<file path="src/rtl/hq2x_video_pkg.sv">
// Shared timing defaults, scanout FSM states and RGB555 -> RGB888 expansion
// for the hq2x read-side scanout.
package hq2x_video_pkg;

  localparam logic [9:0] DEF_H_ACTIVE = 10'd512;
  localparam logic [9:0] DEF_H_FP     = 10'd16;
  localparam logic [9:0] DEF_H_SYNC   = 10'd64;
  localparam logic [9:0] DEF_H_BP     = 10'd48;
  localparam logic [9:0] DEF_V_ACTIVE = 10'd480;
  localparam logic [9:0] DEF_V_FP     = 10'd10;
  localparam logic [9:0] DEF_V_SYNC   = 10'd2;
  localparam logic [9:0] DEF_V_BP     = 10'd33;

  typedef enum logic [1:0] {
    IDLE = 2'd0,
    RUN  = 2'd1,
    WAIT = 2'd2
  } scan_state_e;

  // Replicating the top bits keeps full-scale 5'h1F at 8'hFF.
  function automatic logic [23:0] rgb555_to_888(input logic [14:0] pix);
    logic [4:0] r5, g5, b5;
    r5 = pix[4:0];
    g5 = pix[9:5];
    b5 = pix[14:10];
    return {r5, r5[4:2], g5, g5[4:2], b5, b5[4:2]};
  endfunction

endpackage

</file>
<file path="src/rtl/hq2x_scanout_if.sv">
// Scaler read port plus video output bundle of the hq2x scanout.
interface hq2x_scanout_if;
  logic        frame_available;
  logic [9:0]  read_x;
  logic [14:0] outpixel;
  logic [7:0]  r, g, b;
  logic        hs, vs, de, locked;

  modport master (
    input  frame_available, outpixel,
    output read_x, r, g, b, hs, vs, de, locked
  );

  modport slave (
    output frame_available, outpixel,
    input  read_x, r, g, b, hs, vs, de, locked
  );
endinterface

</file>
<file path="src/rtl/video_timing_counter.sv">
// Raster hcnt/vcnt counters advancing on ce_i, with clear-to-origin and hold.
// Decodes active, raw (active-high) sync regions and end-of-frame from the counters.
module video_timing_counter
  import hq2x_video_pkg::*;
#(
  parameter logic [9:0] H_ACTIVE = DEF_H_ACTIVE,
  parameter logic [9:0] H_FP     = DEF_H_FP,
  parameter logic [9:0] H_SYNC   = DEF_H_SYNC,
  parameter logic [9:0] H_BP     = DEF_H_BP,
  parameter logic [9:0] V_ACTIVE = DEF_V_ACTIVE,
  parameter logic [9:0] V_FP     = DEF_V_FP,
  parameter logic [9:0] V_SYNC   = DEF_V_SYNC,
  parameter logic [9:0] V_BP     = DEF_V_BP
) (
  input  logic       clk,
  input  logic       reset,
  input  logic       ce_i,
  input  logic       clear_i,
  input  logic       hold_i,
  output logic [9:0] hcnt_o,
  output logic [9:0] vcnt_o,
  output logic       active_o,
  output logic       hs_raw_o,
  output logic       vs_raw_o,
  output logic       end_of_frame_o
);

  localparam logic [9:0] H_LAST   = H_ACTIVE + H_FP + H_SYNC + H_BP - 10'd1;
  localparam logic [9:0] V_LAST   = V_ACTIVE + V_FP + V_SYNC + V_BP - 10'd1;
  localparam logic [9:0] HS_START = H_ACTIVE + H_FP;
  localparam logic [9:0] HS_END   = HS_START + H_SYNC;
  localparam logic [9:0] VS_START = V_ACTIVE + V_FP;
  localparam logic [9:0] VS_END   = VS_START + V_SYNC;

  logic [9:0] hcnt_q, hcnt_d;
  logic [9:0] vcnt_q, vcnt_d;

  always_comb begin
    hcnt_d = hcnt_q;
    vcnt_d = vcnt_q;
    if (ce_i) begin
      if (clear_i) begin
        hcnt_d = '0;
        vcnt_d = '0;
      end else if (!hold_i) begin
        if (hcnt_q == H_LAST) begin
          hcnt_d = '0;
          vcnt_d = (vcnt_q == V_LAST) ? 10'd0 : vcnt_q + 10'd1;
        end else begin
          hcnt_d = hcnt_q + 10'd1;
        end
      end
    end
  end

  always_ff @(posedge clk) begin
    if (reset) begin
      hcnt_q <= '0;
      vcnt_q <= '0;
    end else begin
      hcnt_q <= hcnt_d;
      vcnt_q <= vcnt_d;
    end
  end

  assign hcnt_o         = hcnt_q;
  assign vcnt_o         = vcnt_q;
  assign active_o       = (hcnt_q < H_ACTIVE) && (vcnt_q < V_ACTIVE);
  assign hs_raw_o       = (hcnt_q >= HS_START) && (hcnt_q < HS_END);
  assign vs_raw_o       = (vcnt_q >= VS_START) && (vcnt_q < VS_END);
  assign end_of_frame_o = (hcnt_q == H_LAST) && (vcnt_q == V_LAST);

endmodule

</file>
<file path="src/rtl/hq2x_scanout.sv">
// Frame-locked scanout of the hq2x line buffer: drives read_x, expands the returned
// pixel to RGB888 and emits de/hs/vs two clocks behind the raster counters.
module hq2x_scanout
  import hq2x_video_pkg::*;
#(
  parameter logic [9:0] H_ACTIVE = DEF_H_ACTIVE,
  parameter logic [9:0] H_FP     = DEF_H_FP,
  parameter logic [9:0] H_SYNC   = DEF_H_SYNC,
  parameter logic [9:0] H_BP     = DEF_H_BP,
  parameter logic [9:0] V_ACTIVE = DEF_V_ACTIVE,
  parameter logic [9:0] V_FP     = DEF_V_FP,
  parameter logic [9:0] V_SYNC   = DEF_V_SYNC,
  parameter logic [9:0] V_BP     = DEF_V_BP
) (
  input  logic           clk,
  input  logic           reset,
  input  logic           ce_pix,
  hq2x_scanout_if.master vid
);

  scan_state_e state_q, state_d;
  logic        cnt_clear, cnt_hold;
  logic [9:0]  hcnt, vcnt;
  logic        active, hs_raw, vs_raw, end_of_frame;
  logic        run;
  logic        act1_q, hs1_q, vs1_q;
  logic        de_q, hs_q, vs_q;
  logic [23:0] rgb_q;
  logic        unused_cnt_bits;

  video_timing_counter #(
    .H_ACTIVE(H_ACTIVE), .H_FP(H_FP), .H_SYNC(H_SYNC), .H_BP(H_BP),
    .V_ACTIVE(V_ACTIVE), .V_FP(V_FP), .V_SYNC(V_SYNC), .V_BP(V_BP)
  ) u_cnt (
    .clk           (clk),
    .reset         (reset),
    .ce_i          (ce_pix),
    .clear_i       (cnt_clear),
    .hold_i        (cnt_hold),
    .hcnt_o        (hcnt),
    .vcnt_o        (vcnt),
    .active_o      (active),
    .hs_raw_o      (hs_raw),
    .vs_raw_o      (vs_raw),
    .end_of_frame_o(end_of_frame)
  );

  assign unused_cnt_bits = ^{hcnt[9], vcnt[9:1]};

  always_ff @(posedge clk) begin
    if (reset) state_q <= IDLE;
    else       state_q <= state_d;
  end

  // A frame-end wrap only happens with a frame ready; otherwise park at the last pixel.
  always_comb begin
    state_d   = state_q;
    cnt_clear = 1'b0;
    cnt_hold  = 1'b0;
    case (state_q)
      IDLE: begin
        cnt_clear = 1'b1;
        if (ce_pix && vid.frame_available) state_d = RUN;
      end
      RUN: begin
        if (end_of_frame && !vid.frame_available) begin
          cnt_hold = 1'b1;
          if (ce_pix) state_d = WAIT;
        end
      end
      WAIT: begin
        cnt_clear = vid.frame_available;
        cnt_hold  = !vid.frame_available;
        if (ce_pix && vid.frame_available) state_d = RUN;
      end
      default: state_d = IDLE;
    endcase
  end

  assign run = (state_q == RUN);

  always_ff @(posedge clk) begin
    if (reset) begin
      act1_q <= 1'b0;
      hs1_q  <= 1'b1;
      vs1_q  <= 1'b1;
      de_q   <= 1'b0;
      hs_q   <= 1'b1;
      vs_q   <= 1'b1;
      rgb_q  <= '0;
    end else begin
      act1_q <= active && run;
      hs1_q  <= !(hs_raw && run);
      vs1_q  <= !(vs_raw && run);
      de_q   <= act1_q;
      hs_q   <= hs1_q;
      vs_q   <= vs1_q;
      rgb_q  <= act1_q ? rgb555_to_888(vid.outpixel) : 24'h0;
    end
  end

  assign vid.read_x = active ? {vcnt[0], hcnt[8:0]} : 10'd0;
  assign vid.r      = rgb_q[23:16];
  assign vid.g      = rgb_q[15:8];
  assign vid.b      = rgb_q[7:0];
  assign vid.de     = de_q;
  assign vid.hs     = hs_q;
  assign vid.vs     = vs_q;
  assign vid.locked = (state_q != IDLE);

endmodule

</file>
<file path="src/flat_wrapper.sv">
// flat-port wrapper written by rule: the top's interface ports become plain ports
module hq2x_scanout_flat import hq2x_video_pkg::*;
#(
  parameter logic [9:0] H_ACTIVE = DEF_H_ACTIVE,
  parameter logic [9:0] H_FP     = DEF_H_FP,
  parameter logic [9:0] H_SYNC   = DEF_H_SYNC,
  parameter logic [9:0] H_BP     = DEF_H_BP,
  parameter logic [9:0] V_ACTIVE = DEF_V_ACTIVE,
  parameter logic [9:0] V_FP     = DEF_V_FP,
  parameter logic [9:0] V_SYNC   = DEF_V_SYNC,
  parameter logic [9:0] V_BP     = DEF_V_BP
)
  (clk, reset, ce_pix, vid_frame_available, vid_outpixel, vid_read_x, vid_r, vid_g, vid_b, vid_hs, vid_vs, vid_de, vid_locked);
  hq2x_scanout_if vid_i ();
  input  logic clk;
  input  logic reset;
  input  logic ce_pix;
  input wire logic [$bits(vid_i.frame_available)-1:0] vid_frame_available;
  input wire logic [$bits(vid_i.outpixel)-1:0] vid_outpixel;
  output wire logic [$bits(vid_i.read_x)-1:0] vid_read_x;
  output wire logic [$bits(vid_i.r)-1:0] vid_r;
  output wire logic [$bits(vid_i.g)-1:0] vid_g;
  output wire logic [$bits(vid_i.b)-1:0] vid_b;
  output wire logic [$bits(vid_i.hs)-1:0] vid_hs;
  output wire logic [$bits(vid_i.vs)-1:0] vid_vs;
  output wire logic [$bits(vid_i.de)-1:0] vid_de;
  output wire logic [$bits(vid_i.locked)-1:0] vid_locked;
  assign vid_i.frame_available = vid_frame_available;
  assign vid_i.outpixel = vid_outpixel;
  assign vid_read_x = vid_i.read_x;
  assign vid_r = vid_i.r;
  assign vid_g = vid_i.g;
  assign vid_b = vid_i.b;
  assign vid_hs = vid_i.hs;
  assign vid_vs = vid_i.vs;
  assign vid_de = vid_i.de;
  assign vid_locked = vid_i.locked;
  hq2x_scanout #(.H_ACTIVE(H_ACTIVE), .H_FP(H_FP), .H_SYNC(H_SYNC), .H_BP(H_BP), .V_ACTIVE(V_ACTIVE), .V_FP(V_FP), .V_SYNC(V_SYNC), .V_BP(V_BP)) u_core (.clk(clk), .reset(reset), .ce_pix(ce_pix), .vid(vid_i));
endmodule
</file>
<file path="config.mk">
export PLATFORM = sky130hd
export DESIGN_NAME = hq2x_scanout_flat
export DESIGN_NICKNAME = d
export VERILOG_FILES = /design/src/rtl/hq2x_video_pkg.sv /design/src/rtl/hq2x_scanout_if.sv /design/src/rtl/video_timing_counter.sv /design/src/rtl/hq2x_scanout.sv /design/src/flat_wrapper.sv
export SDC_FILE = /design/constraint.sdc
export NUM_CORES = 1
export LEC_CHECK = 0
export CAP_MARGIN = 30
export CORE_ASPECT_RATIO = 1.75
export CORE_MARGIN = 2
export CORE_UTILIZATION = 55
export DETAILED_ROUTE_END_ITERATION = 7
export DONT_BUFFER_PORTS = 1
export PLACE_DENSITY = 0.73
export SKIP_LAST_GASP = 1
export SYNTH_ARGS = -nofsm -noshare
export SYNTH_HDL_FRONTEND = slang
export SYNTH_SLANG_ARGS = --single-unit
</file>
<file path="constraint.sdc">
create_clock -name clk -period 2.1 [get_ports clk]
set_clock_uncertainty 0.05 [all_clocks]
set_input_delay 0.42 -clock clk [delete_from_list [all_inputs] [get_ports clk]]
set_output_delay 0.42 -clock clk [all_outputs]
set_load 0.01 [all_outputs]
</file>
Word-level counts from Yosys, hierarchy flattened --
Cells that the tools add are included.
Word-level totals: flip-flop bits (word level) 52, output and inout port bits 38
Cells by class: $add $sub $neg 2, muxes and demuxes 15, order comparisons 6, bitwise gates (word level) 1, reduce and logical (&&, ||, !) cells 20, equality and inequality tests 8
Operators with widths (count):
- $mux 10 | 8
- $add 10x1->10 const B | 2
- $eq 10x10->1 const B | 2
- $lt 10x10->1 const B | 2
- $lt 10x9->1 const B | 2
- $ge 10x10->1 const B | 1
- $ge 10x9->1 const B | 1
- $logic_and 1x1->1 | 9
- $mux 2 | 3
- $reduce_and 3->1 | 2
- $ne 2x1->1 const B | 2
- $ne 2x2->1 const B | 2
- $pmux 1 s2 | 2
- $pmux 2 s2 | 1
- $reduce_bool 2->1 | 2
- $reduce_or 2->1 | 2
- $logic_not 1->1 | 3
- $eq 2x1->1 const B | 1
- $eq 2x2->1 const B | 1
- $logic_not 2->1 | 1
- $reduce_and 2->1 | 1
- $mux 1 | 1
- $not 1->1 | 1

Logic depth before layout (Yosys ltp) --
Gate-level depths: netlist of run 1.
depth in word-level cells 7, mapped depth 8

Modules after synthesis --
A second synthesis of run 1 with hierarchy kept.
Unflattened totals: cell total of the unflattened synthesis 225, area, all modules 2033.2 um^2
By module, submodules not included:
- video_timing_counter | cells an instance 135, area each 1118.6 um^2, instances 1, seq. area each 400.4 um^2
- hq2x_scanout | cells an instance 90, area each 914.6 um^2, instances 1, seq. area each 460.4 um^2

Worst setup path after synthesis of run 1 --
No wires, ideal clock.
path kind register -> register, start register u_core.state_q[0], end register u_core.u_cnt.hcnt_q[5], in the netlist u_core.u_cnt.hcnt_o[5], stages on the path, launching flop included 8, path buffers 0, clock period less this slack 2144 ps, data required time 1993 ps, setup time 57 ps, arrival time 2037 ps, setup slack -44 ps, path through dfxtp_1 -> inv_1 -> ha_1 -> or4bb_1 -> nand2_1 -> or4_4 -> or4_1 -> a21bo_1
Between the ends: cells in the longest elaborated chain, start to end 4
Ends and longest elaborated chain:
- start, declared | RTL line hq2x_scanout.sv:21 | scan_state_e state_q, state_d;
- start signal, assigned | RTL line hq2x_scanout.sv:52 | else state_q <= state_d;
- $eq 2x2->1 (tied with other cells) | RTL line hq2x_scanout.sv:60 | case (state_q)
- $pmux 1 s2 | RTL line hq2x_scanout.sv:60
- $ne 2x1->1 (no line)
- $reduce_and 2->1 (no line)
- end signal, assigned | RTL line video_timing_counter.sv:61 | hcnt_q <= hcnt_d;
- end, declared | RTL line video_timing_counter.sv:35 | logic [9:0] hcnt_q, hcnt_d;
Parallel ways exist; a longest one is shown, timed or not. A chain may end at the register's enable or synchronous reset.

Worst setup path in the final report of run 1 --
Same ends and word-level chain as after synthesis.

==> load_flow_metrics.sql, run 1 <==
INSERT INTO impl_metrics (metric_group, metric, value, unit) VALUES
('worst_setup_path', 'cpPeakStageDelay', '0.51', 'ns'),
('global_routing', 'grt-ovfl-total', '0', ''),
('timing', 'finalMaxSlewViolations', '0', ''),
('clock_network', 'tritoncts', 'yes', ''),
('placed_design', 'placed_cell_area', '0.00231', 'mm2'),
('floorplanning', 'pin_count', '57', ''),
('worst_setup_path', 'critical-path-top-delay-family', 'simple AND/OR/NAND/NOR gates', ''),
('worst_setup_path', 'worst_reg2reg_path_depth', '7', ''),
('timing', 'max_slew_margin_vs_limit', '0.515', ''),
('timing', 'unrepaired_setup_endpoints_after_global_routing', 'true', ''),
('synth', 'synthesis.area', '0.00219', 'mm2'),
('worst_setup_path', 'r2r_slack', '0.06', 'ns'),
('timing', 'final_hold_viol_count', '0', ''),
('flow_run', 'number_of_max_capacitance_violations_reported', '0', ''),
('timing', 'min_period', '2.04', 'ns'),
('detailed_routing', 'route.detailed.drc', '0', ''),
('synth', 'yosys_warnings', '0', ''),
('detailed_routing', 'initialDrtViolationCount', '46', ''),
('clock_network', 'max-clock-path-buffers', '2', ''),
('cells_and_area', 'syn2layout_area_growth', '13.2', '%'),
('timing', 'min_period_over_period', '0.973', ''),
('clock_network', 'cts-htree-levels', '2', ''),
('worst_setup_path', 'critPathBufInv', '1', ''),
('global_routing', 'grt_util_all_layers', '0.228', ''),
('synth', 'syn_nets', '281', ''),
('detailed_routing', 'wl_per_cell', '15.6', 'um'),
('worst_setup_path', 'worst_path_maximum_fanout', '2', ''),
('run_status', 'outcome', 'finished, final reports clean', ''),
('cells_and_area', 'fin_nets', '295', ''),
('worst_setup_path', 'cp-end-kind', 'register', ''),
('synth', 'synth_edf_count', '0', ''),
('detailed_routing', 'wl', '4.94', 'mm'),
('synth', 'synth-async-reset-ratio', '0', ''),
('detailed_routing', 'vias_per_cell', '5.90', ''),
('cells_and_area', 'drive_above_1_share', '0.205', ''),
('worst_hold_path', 'min_from', 'reset', ''),
('floorplanning', 'coreArea', '0.00387', 'mm2'),
('floorplanning', 'fp.dieArea', '0.00453', 'mm2'),
('global_routing', 'vias_in_the_first_global_route', '1737', ''),
('worst_setup_path', 'critPathSlowestCell', 'sky130_fd_sc_hd__or4_4', ''),
('power_and_ir_drop', 'power.leakage', '0.000935', 'uW'),
('global_routing', 'antenna_found_initial', '0', ''),
('detailed_routing', 'final_antenna_net_count', '0', ''),
('timing', 'fin_tns_setup', '0', 'ns'),
('clock_network', 'total_cts_buffers', '5', ''),
('global_routing', 'grt_pass1_wl', '7.86', 'mm'),
('floorplanning', 'chipHeight', '87.6', 'um'),
('clock_network', 'worst_setup_hold_path_clk_slew', '0.08', 'ns'),
('clock_network', 'insertion_delay', '0.29', 'ns'),
('clock_network', 'ctsRootBufferMaster', 'sky130_fd_sc_hd__clkbuf_8', ''),
('synth', 'post_synth_inst_count', '253', ''),
('worst_hold_path', 'holdPathStages', '1', ''),
('timing', 'worst_slew_pin_slew', '0.726', 'ns'),
('floorplanning', 'die-width', '51.8', 'um'),
('worst_setup_path', 'crit-reg2reg-launch', 'u_core.state_q[0]$_SDFFE_PP0P_', ''),
('placed_design', 'place_ws', '0.00149', 'ns'),
('placed_design', 'detailed_place_hpwl', '3.61', 'mm'),
('worst_hold_path', 'worstHoldPathType', 'input pin to register', ''),
('worst_setup_path', 'regToRegEndpoint', 'u_core.u_cnt.hcnt_o[5]$_SDFFE_PP0P_', ''),
('placed_design', 'io_buffer_count', '0', ''),
('detailed_routing', 'vias', '1863', ''),
('synth', 'post_synth.cell_area_avg', '8.67', 'um2'),
('global_routing', 'pin_count_of_the_biggest_net_entering_global_routing', '33', ''),
('timing', 'final_critical_path_setup_slack', '0.0571', 'ns'),
('synth', 'postSynthRegisterBits', '43', ''),
('power_and_ir_drop', 'worst_ir_drop_vdd', '411', 'uV'),
('cells_and_area', 'final_design_area_no_fill', '0.00248', 'mm2'),
('worst_setup_path', 'cp.arrival', '2.24', 'ns'),
('clock_network', 'numClockSinks', '43', ''),
('synth', 'synth_top_flop_cell', 'sky130_fd_sc_hd__dfxtp_1', ''),
('synth', 'seq_area_frac_synth', '0.392', '');
[per-stage QoR]
stage | instances | hold WS, ns
final | 316 | 0.137
after global placement | 306 | 0.343
after detailed placement | 306 | 0.347
after CTS | 315 | 0.133
after global routing | 316 | 0.125
after floorplan | 253 | 0.339
[what timing repair did]
action	CTS	global route
hold buffers	0	0
pin swaps	2	4
resized for setup	2	12
setup buffers	1	1
endpoints found under the setup margin	7	16
[area by class of cell]
class | instances | area (um2)
Tap cell | 48 | 60.1
Sequential cell | 43 | 863
Inverter | 11 | 41.3
Multi-Input combinational cell | 181 | 1250
Timing Repair Buffer | 25 | 188
Fill cell | 335 | 1380
Clock buffer | 7 | 76.3
Clock inverter | 1 | 5.00
[where the power goes]
group	total [uW]	internal, uW	switching, uW
clock network	504	234	271
logic	178	82.6	95.7
registers	837	827	9.93
total	1520	1140	377
[cells in the final DEF (no fill, tap or decap), types with 5 or more instances in the layout]
cell type and count:
sky130_fd_sc_hd__o31ai_1 6, sky130_fd_sc_hd__dfxtp_1 41, sky130_fd_sc_hd__a21oi_1 11, sky130_fd_sc_hd__or3_1 6, sky130_fd_sc_hd__buf_4 25, sky130_fd_sc_hd__nor2_1 9, sky130_fd_sc_hd__inv_1 9, sky130_fd_sc_hd__o21ai_0 11
sky130_fd_sc_hd__ha_1 6, sky130_fd_sc_hd__nand2_1 14, sky130_fd_sc_hd__nor2b_1 13, sky130_fd_sc_hd__nand3_1 9, sky130_fd_sc_hd__clkbuf_8 5, sky130_fd_sc_hd__and2_1 25
[worst max-delay path by stage]
stage	startpoint	end	cells after the start	slack, ns
6_report	u_core.state_q[0]$_SDFFE_PP0P_	u_core.u_cnt.hcnt_o[5]$_SDFFE_PP0P_	7	0.06
5_1_grt	u_core.state_q[0]$_SDFFE_PP0P_	u_core.u_cnt.hcnt_o[7]$_SDFFE_PP0P_	8	-0.01
4_1_cts	u_core.state_q[1]$_SDFFE_PP0P_	u_core.u_cnt.hcnt_o[5]$_SDFFE_PP0P_	7	0.008
3_5_place_dp	u_core.state_q[0]$_SDFFE_PP0P_	u_core.u_cnt.hcnt_o[5]$_SDFFE_PP0P_	7	0.001
3_3_place_gp	u_core.state_q[0]$_SDFFE_PP0P_	u_core.u_cnt.hcnt_o[5]$_SDFFE_PP0P_	7	0.05
2_1_floorplan	u_core.state_q[0]$_SDFFE_PP0P_	u_core.u_cnt.hcnt_o[5]$_SDFFE_PP0P_	7	0.003
[layer usage]
layer / wire [um] / vias to the layer above / GRT usage
li1: - / 921 / -
met1: 1800 / 865 / 0.226
met2: 2710 / 63 / 0.428
met3: 247 / 14 / 0.0478
met4: 180 / 0 / 0.122
met5: 0 / - / 0
[state kept, by name (all words and copies together), names as in the netlist]
| signal | count |
|---|---|
| u_core.hs1_q | 1 |
| u_core.vid.de | 1 |
| u_core.vid.vs | 1 |
| u_core.rgb_q | 15 |
| u_core.u_cnt.hcnt_o | 10 |
| u_core.state_q | 2 |
| u_core.act1_q | 1 |
| u_core.u_cnt.vcnt_o | 10 |
| u_core.vid.hs | 1 |
| u_core.vs1_q | 1 |
[cells by family after synthesis]
logic type | Yosys count | synth area share
AO/OA/AOI/OAI | 51 | 0.149
flip-flops | 43 | 0.392
adder cells (fa/ha/maj) | 9 | 0.0513
AND/OR/NAND/NOR | 120 | 0.331
buffers and inverters | 29 | 0.0718
XOR/XNOR | 1 | 0.00399
[Yosys cell counts, types with 6 or more instances]
cell | count | share of area
sky130_fd_sc_hd__o31ai_1 | 6 | 0.021
sky130_fd_sc_hd__inv_1 | 11 | 0.019
sky130_fd_sc_hd__nand3_1 | 9 | 0.021
sky130_fd_sc_hd__dfxtp_1 | 43 | 0.39
sky130_fd_sc_hd__clkbuf_1 | 6 | 0.010
sky130_fd_sc_hd__buf_4 | 11 | 0.038
sky130_fd_sc_hd__or3_1 | 6 | 0.017
sky130_fd_sc_hd__o21ai_0 | 11 | 0.025
sky130_fd_sc_hd__ha_1 | 9 | 0.051
sky130_fd_sc_hd__nand2_1 | 14 | 0.024
sky130_fd_sc_hd__and2_1 | 25 | 0.071
sky130_fd_sc_hd__nor2_1 | 9 | 0.015
sky130_fd_sc_hd__a21oi_1 | 12 | 0.027
sky130_fd_sc_hd__nor2b_1 | 13 | 0.037
Note: power is estimated with default switching activity, not from simulation.
==> inputs of run 2 (changes only) <==
Settings changed: CORE_MARGIN 2 to unset, SYNTH_HIERARCHICAL set to 1.
==> load_flow_metrics.sql, run 2 <==
INSERT INTO impl_metrics (metric_group, metric, value, unit) VALUES
('power_and_ir_drop', 'power_switching', '795', 'uW'),
('timing', 'min_period_over_period', '1.11', ''),
('cells_and_area', 'diodes', '0', ''),
('floorplanning', 'initial_utilization', '0.586', ''),
('synth', 'post_synth_inst_count', '225', ''),
('cells_and_area', 'layout_common_cells', 'sky130_fd_sc_hd__buf_4, sky130_fd_sc_hd__dfxtp_1, sky130_fd_sc_hd__and2_1, sky130_fd_sc_hd__nor2_1, sky130_fd_sc_hd__nand2_1', ''),
('clock_network', 'worst_setup_hold_path_clk_slew', '0.08', 'ns'),
('synth', 'synth_top_flop_cell', 'sky130_fd_sc_hd__dfxtp_1', ''),
('clock_network', 'max-clock-path-buffers', '2', ''),
('worst_setup_path', 'worst_ep_required_time', '2.23', 'ns'),
('cells_and_area', 'fin_nets', '299', ''),
('floorplanning', 'chipHeight', '82.4', 'um'),
('timing', 'fin_tns_setup', '-3.42', 'ns'),
('placed_design', 'io_buffer_count', '0', ''),
('synth', 'post_synth.cell_area_avg', '9.04', 'um2'),
('timing', 'unrepaired_setup_endpoints_after_global_routing', 'true', ''),
('worst_hold_path', 'worstHoldEndpoint', 'u_core/act1_q$_SDFF_PP0_', ''),
('synth', 'synthesis.area', '0.00203', 'mm2'),
('global_routing', 'grt-ovfl-total', '0', ''),
('timing', 'min_period', '2.32', 'ns'),
('power_and_ir_drop', 'pwr_density_cell', '927', 'mW/mm2'),
('clock_network', 'total_cts_buffers', '5', ''),
('synth', 'synth_edf_count', '0', ''),
('synth', 'postSynthRegisterBits', '43', ''),
('worst_setup_path', 'worst_path_maximum_fanout', '9', ''),
('power_and_ir_drop', 'share_comb_of_total_power', '0.350', ''),
('power_and_ir_drop', 'sequentialPowerShare', '0.356', ''),
('cells_and_area', 'drive_above_1_share', '0.410', ''),
('floorplanning', 'pin_count', '57', ''),
('worst_setup_path', 'cp-end-kind', 'register', ''),
('synth', 'yosys.area_share.xor_xnor', '0.0431', ''),
('clock_network', 'numClockSinks', '43', ''),
('power_and_ir_drop', 'pwr-share-clk', '0.294', ''),
('synth', 'synth-compound-area-share', '0.0972', ''),
('worst_hold_path', 'worstHoldPathType', 'input pin to register', ''),
('synth', 'synth.cells.most_frequent', 'sky130_fd_sc_hd__dfxtp_1, sky130_fd_sc_hd__and2_1, sky130_fd_sc_hd__nor2_1', ''),
('synth', 'synth-async-reset-ratio', '0', ''),
('clock_network', 'ctsRootBufferMaster', 'sky130_fd_sc_hd__clkbuf_8', ''),
('synth', 'synth_top_family_by_area', 'simple AND/OR/NAND/NOR gates', ''),
('power_and_ir_drop', 'power.leakage', '0.00113', 'uW'),
('synth', 'synth.most_common_cell', 'sky130_fd_sc_hd__dfxtp_1', ''),
('cells_and_area', 'final_design_area_no_fill', '0.00273', 'mm2'),
('power_and_ir_drop', 'internal_power', '1730', 'uW'),
('global_routing', 'vias_in_the_first_global_route', '1848', ''),
('flow_run', 'number_of_max_capacitance_violations_reported', '0', ''),
('placed_design', 'placed_cell_area', '0.00240', 'mm2'),
('timing', 'achievable-frequency', '431', 'MHz'),
('timing', 'final_hold_viol_count', '0', ''),
('cells_and_area', 'mostFrequentLayoutCell', 'sky130_fd_sc_hd__buf_4', ''),
('floorplanning', 'fp.dieArea', '0.00395', 'mm2'),
('power_and_ir_drop', 'worst_ir_drop_vdd', '748', 'uV'),
('clock_network', 'insertion_delay', '0.29', 'ns'),
('timing', 'final_critical_path_setup_slack', '-0.221', 'ns'),
('placed_design', 'gpl.final_weighted_congestion', '0.867', ''),
('synth', 'synth_top_area_cell', 'sky130_fd_sc_hd__dfxtp_1', ''),
('run_status', 'violations', 'negative setup slack', ''),
('worst_setup_path', 'worst_reg2reg_path_depth', '11', ''),
('cells_and_area', 'reg_with_most_ffs', 'u_core/rgb_q', ''),
('global_routing', 'pin_count_of_the_biggest_net_entering_global_routing', '17', ''),
('timing', 'max_slew_margin_vs_limit', '0.524', ''),
('synth', 'synth_mux_area_frac', '0.0105', ''),
('worst_setup_path', 'crit-reg2reg-launch', 'u_core/u_cnt/vcnt_o[7]$_SDFFE_PP0P_', ''),
('floorplanning', 'die-width', '48.0', 'um'),
('worst_hold_path', 'holdPathStages', '1', ''),
('detailed_routing', 'final_antenna_net_count', '0', ''),
('detailed_routing', 'vias_per_cell', '5.92', ''),
('cells_and_area', 'finalCoreUtilization', '0.787', ''),
('detailed_routing', 'wl_per_cell', '17.8', 'um'),
('floorplanning', 'coreArea', '0.00347', 'mm2'),
('run_status', 'outcome', 'finished with violations', ''),
('timing', 'finalSetupViolations', '26', ''),
('synth', 'synthAdderAreaFrac', '0.0615', ''),
('synth', 'synth_cell_types', '48', ''),
('worst_setup_path', 'timing_worst_setup_path_type', 'register to register', ''),
('placed_design', 'detailed_place_hpwl', '3.57', 'mm'),
('global_routing', 'grt_util_all_layers', '0.289', ''),
('cells_and_area', 'syn2layout_area_growth', '34.2', '%'),
('worst_setup_path', 'crit_path_start_kind', 'register', ''),
('synth', 'synth_simple_gate_area_frac', '0.298', ''),
('synth', 'seq_area_frac_synth', '0.423', ''),
('floorplanning', 'fp-row-count', '28', ''),
('detailed_routing', 'initialDrtViolationCount', '68', ''),
('timing', 'finalMaxSlewViolations', '0', ''),
('synth', 'synth_largest_type_area_fraction', '0.423', ''),
('worst_hold_path', 'min_from', 'reset', ''),
('global_routing', 'grt_pass1_wl', '8.06', 'mm'),
('detailed_routing', 'route.detailed.drc', '0', ''),
('synth', 'syn_nets', '254', ''),
('global_routing', 'antenna_found_initial', '0', ''),
('clock_network', 'tritoncts', 'yes', ''),
('clock_network', 'cts-htree-levels', '2', ''),
('synth', 'main_area_contributors_after_synthesis', 'sky130_fd_sc_hd__dfxtp_1, sky130_fd_sc_hd__and2_1, sky130_fd_sc_hd__ha_1', ''),
('timing', 'worst_slew_pin_slew', '0.713', 'ns'),
('worst_setup_path', 'regToRegEndpoint', 'u_core/u_cnt/hcnt_o[2]$_SDFFE_PP0P_', ''),
('cells_and_area', 'nFillCells', '215', ''),
('detailed_routing', 'vias', '1870', ''),
('cells_and_area', 'largest_register_ffs', '15', ''),
('synth', 'yosys_warnings', '6', ''),
('detailed_routing', 'wl', '5.64', 'mm'),
('worst_setup_path', 'r2r_slack', '-0.22', 'ns'),
('power_and_ir_drop', 'fraction_of_power_spent_switching_nets', '0.314', ''),
('power_and_ir_drop', 'totalPowerFinal', '2530', 'uW'),
('worst_setup_path', 'cp.arrival', '2.45', 'ns'),
('detailed_routing', 'drt_pre_antenna_iters', '4', '');
==> run 2: metal layers <==
metal / wire, um / track usage / vias up
li1: - / - / 839
met1: 1950 / 0.272 / 903
met2: 3090 / 0.532 / 96
met3: 297 / 0.0500 / 32
met4: 305 / 0.181 / 0
met5: 0 / 0 / -
==> run 2: logic make-up after synthesis <==
| kind of cell | Yosys count |
|---|---|
| simple gates | 107 |
| flops | 43 |
| compound gates | 29 |
| buf+inv | 24 |
| xor+xnor | 10 |
| fa+ha+maj | 10 |
| mux | 2 |
==> run 2: area by class of cell <==
| class | count | area [um2] | area share |
|---|---|---|---|
| inverter | 11 | 41.3 | 0.0151 |
| clock buffer | 6 | 72.6 | 0.0266 |
| timing repair buffer | 51 | 398 | 0.146 |
| sequential | 43 | 871 | 0.319 |
| tap | 45 | 56.3 | 0.0206 |
| clock inverter | 2 | 60.1 | 0.0220 |
| multi-input combinational | 158 | 1230 | 0.451 |
==> run 2: stage by stage <==
stage | setup WS (ns) | cells | hold WS, ns
2_1_floorplan | -0.0320 | 225 | 0.333
3_3_place_gp | -0.101 | 302 | 0.336
3_5_place_dp | -0.189 | 302 | 0.343
4_1_cts | -0.0922 | 313 | 0.140
5_1_grt | -0.322 | 316 | 0.149
6_report | -0.221 | 316 | 0.150
==> run 2: timing repair <==
item | CTS | global route
gates cloned | 0 | 1
endpoints found under the hold margin | 0 | 0
setup endpoints to repair | 30 | 25
buffers inserted | 4 | 2
hold buffers | 0 | 0
pin swaps | 23 | 9
gates resized for setup | 28 | 17
==> run 2: worst max-delay path by stage <==
stage,start,slack (ns),endpoint,cells past startpoint
after floorplan,u_core/u_cnt/hcnt_o[8]$_SDFFE_PP0P_,-0.03,u_core/u_cnt/hcnt_o[3]$_SDFFE_PP0P_,11
after global placement,u_core/u_cnt/hcnt_o[8]$_SDFFE_PP0P_,-0.10,u_core/u_cnt/hcnt_o[9]$_SDFFE_PP0P_,11
after detailed placement,u_core/u_cnt/vcnt_o[1]$_SDFFE_PP0P_,-0.19,u_core/u_cnt/hcnt_o[7]$_SDFFE_PP0P_,13
after CTS,u_core/u_cnt/vcnt_o[7]$_SDFFE_PP0P_,-0.09,u_core/u_cnt/vcnt_o[3]$_SDFFE_PP0P_,11
after global routing,u_core/u_cnt/vcnt_o[7]$_SDFFE_PP0P_,-0.32,u_core/u_cnt/hcnt_o[2]$_SDFFE_PP0P_,11
final,u_core/u_cnt/vcnt_o[7]$_SDFFE_PP0P_,-0.22,u_core/u_cnt/hcnt_o[2]$_SDFFE_PP0P_,11
==> run 2: power by group through the flow <==
stage	Combinational, uW	Sequential (uW)	Clock (uW)
2_1_floorplan	440	919	0
3_3_place_gp	694	917	0
3_5_place_dp	728	918	0
4_1_cts	780	900	755
5_1_grt	944	909	784
6_report	886	901	743
==> run 2: worst max-delay path, stage by stage (launching register included) <==
cell and delay [ns]:
sky130_fd_sc_hd__dfxtp_2 0.32, sky130_fd_sc_hd__or3_4 0.42, sky130_fd_sc_hd__nor3_4 0.20, sky130_fd_sc_hd__and2_4 0.18, sky130_fd_sc_hd__a21oi_2 0.05, sky130_fd_sc_hd__nor3b_2 0.19
sky130_fd_sc_hd__nor2b_4 0.23, sky130_fd_sc_hd__nor2_4 0.08, sky130_fd_sc_hd__buf_6 0.15, sky130_fd_sc_hd__nand2_2 0.08, sky130_fd_sc_hd__xor2_1 0.18, sky130_fd_sc_hd__nor2_1 0.07
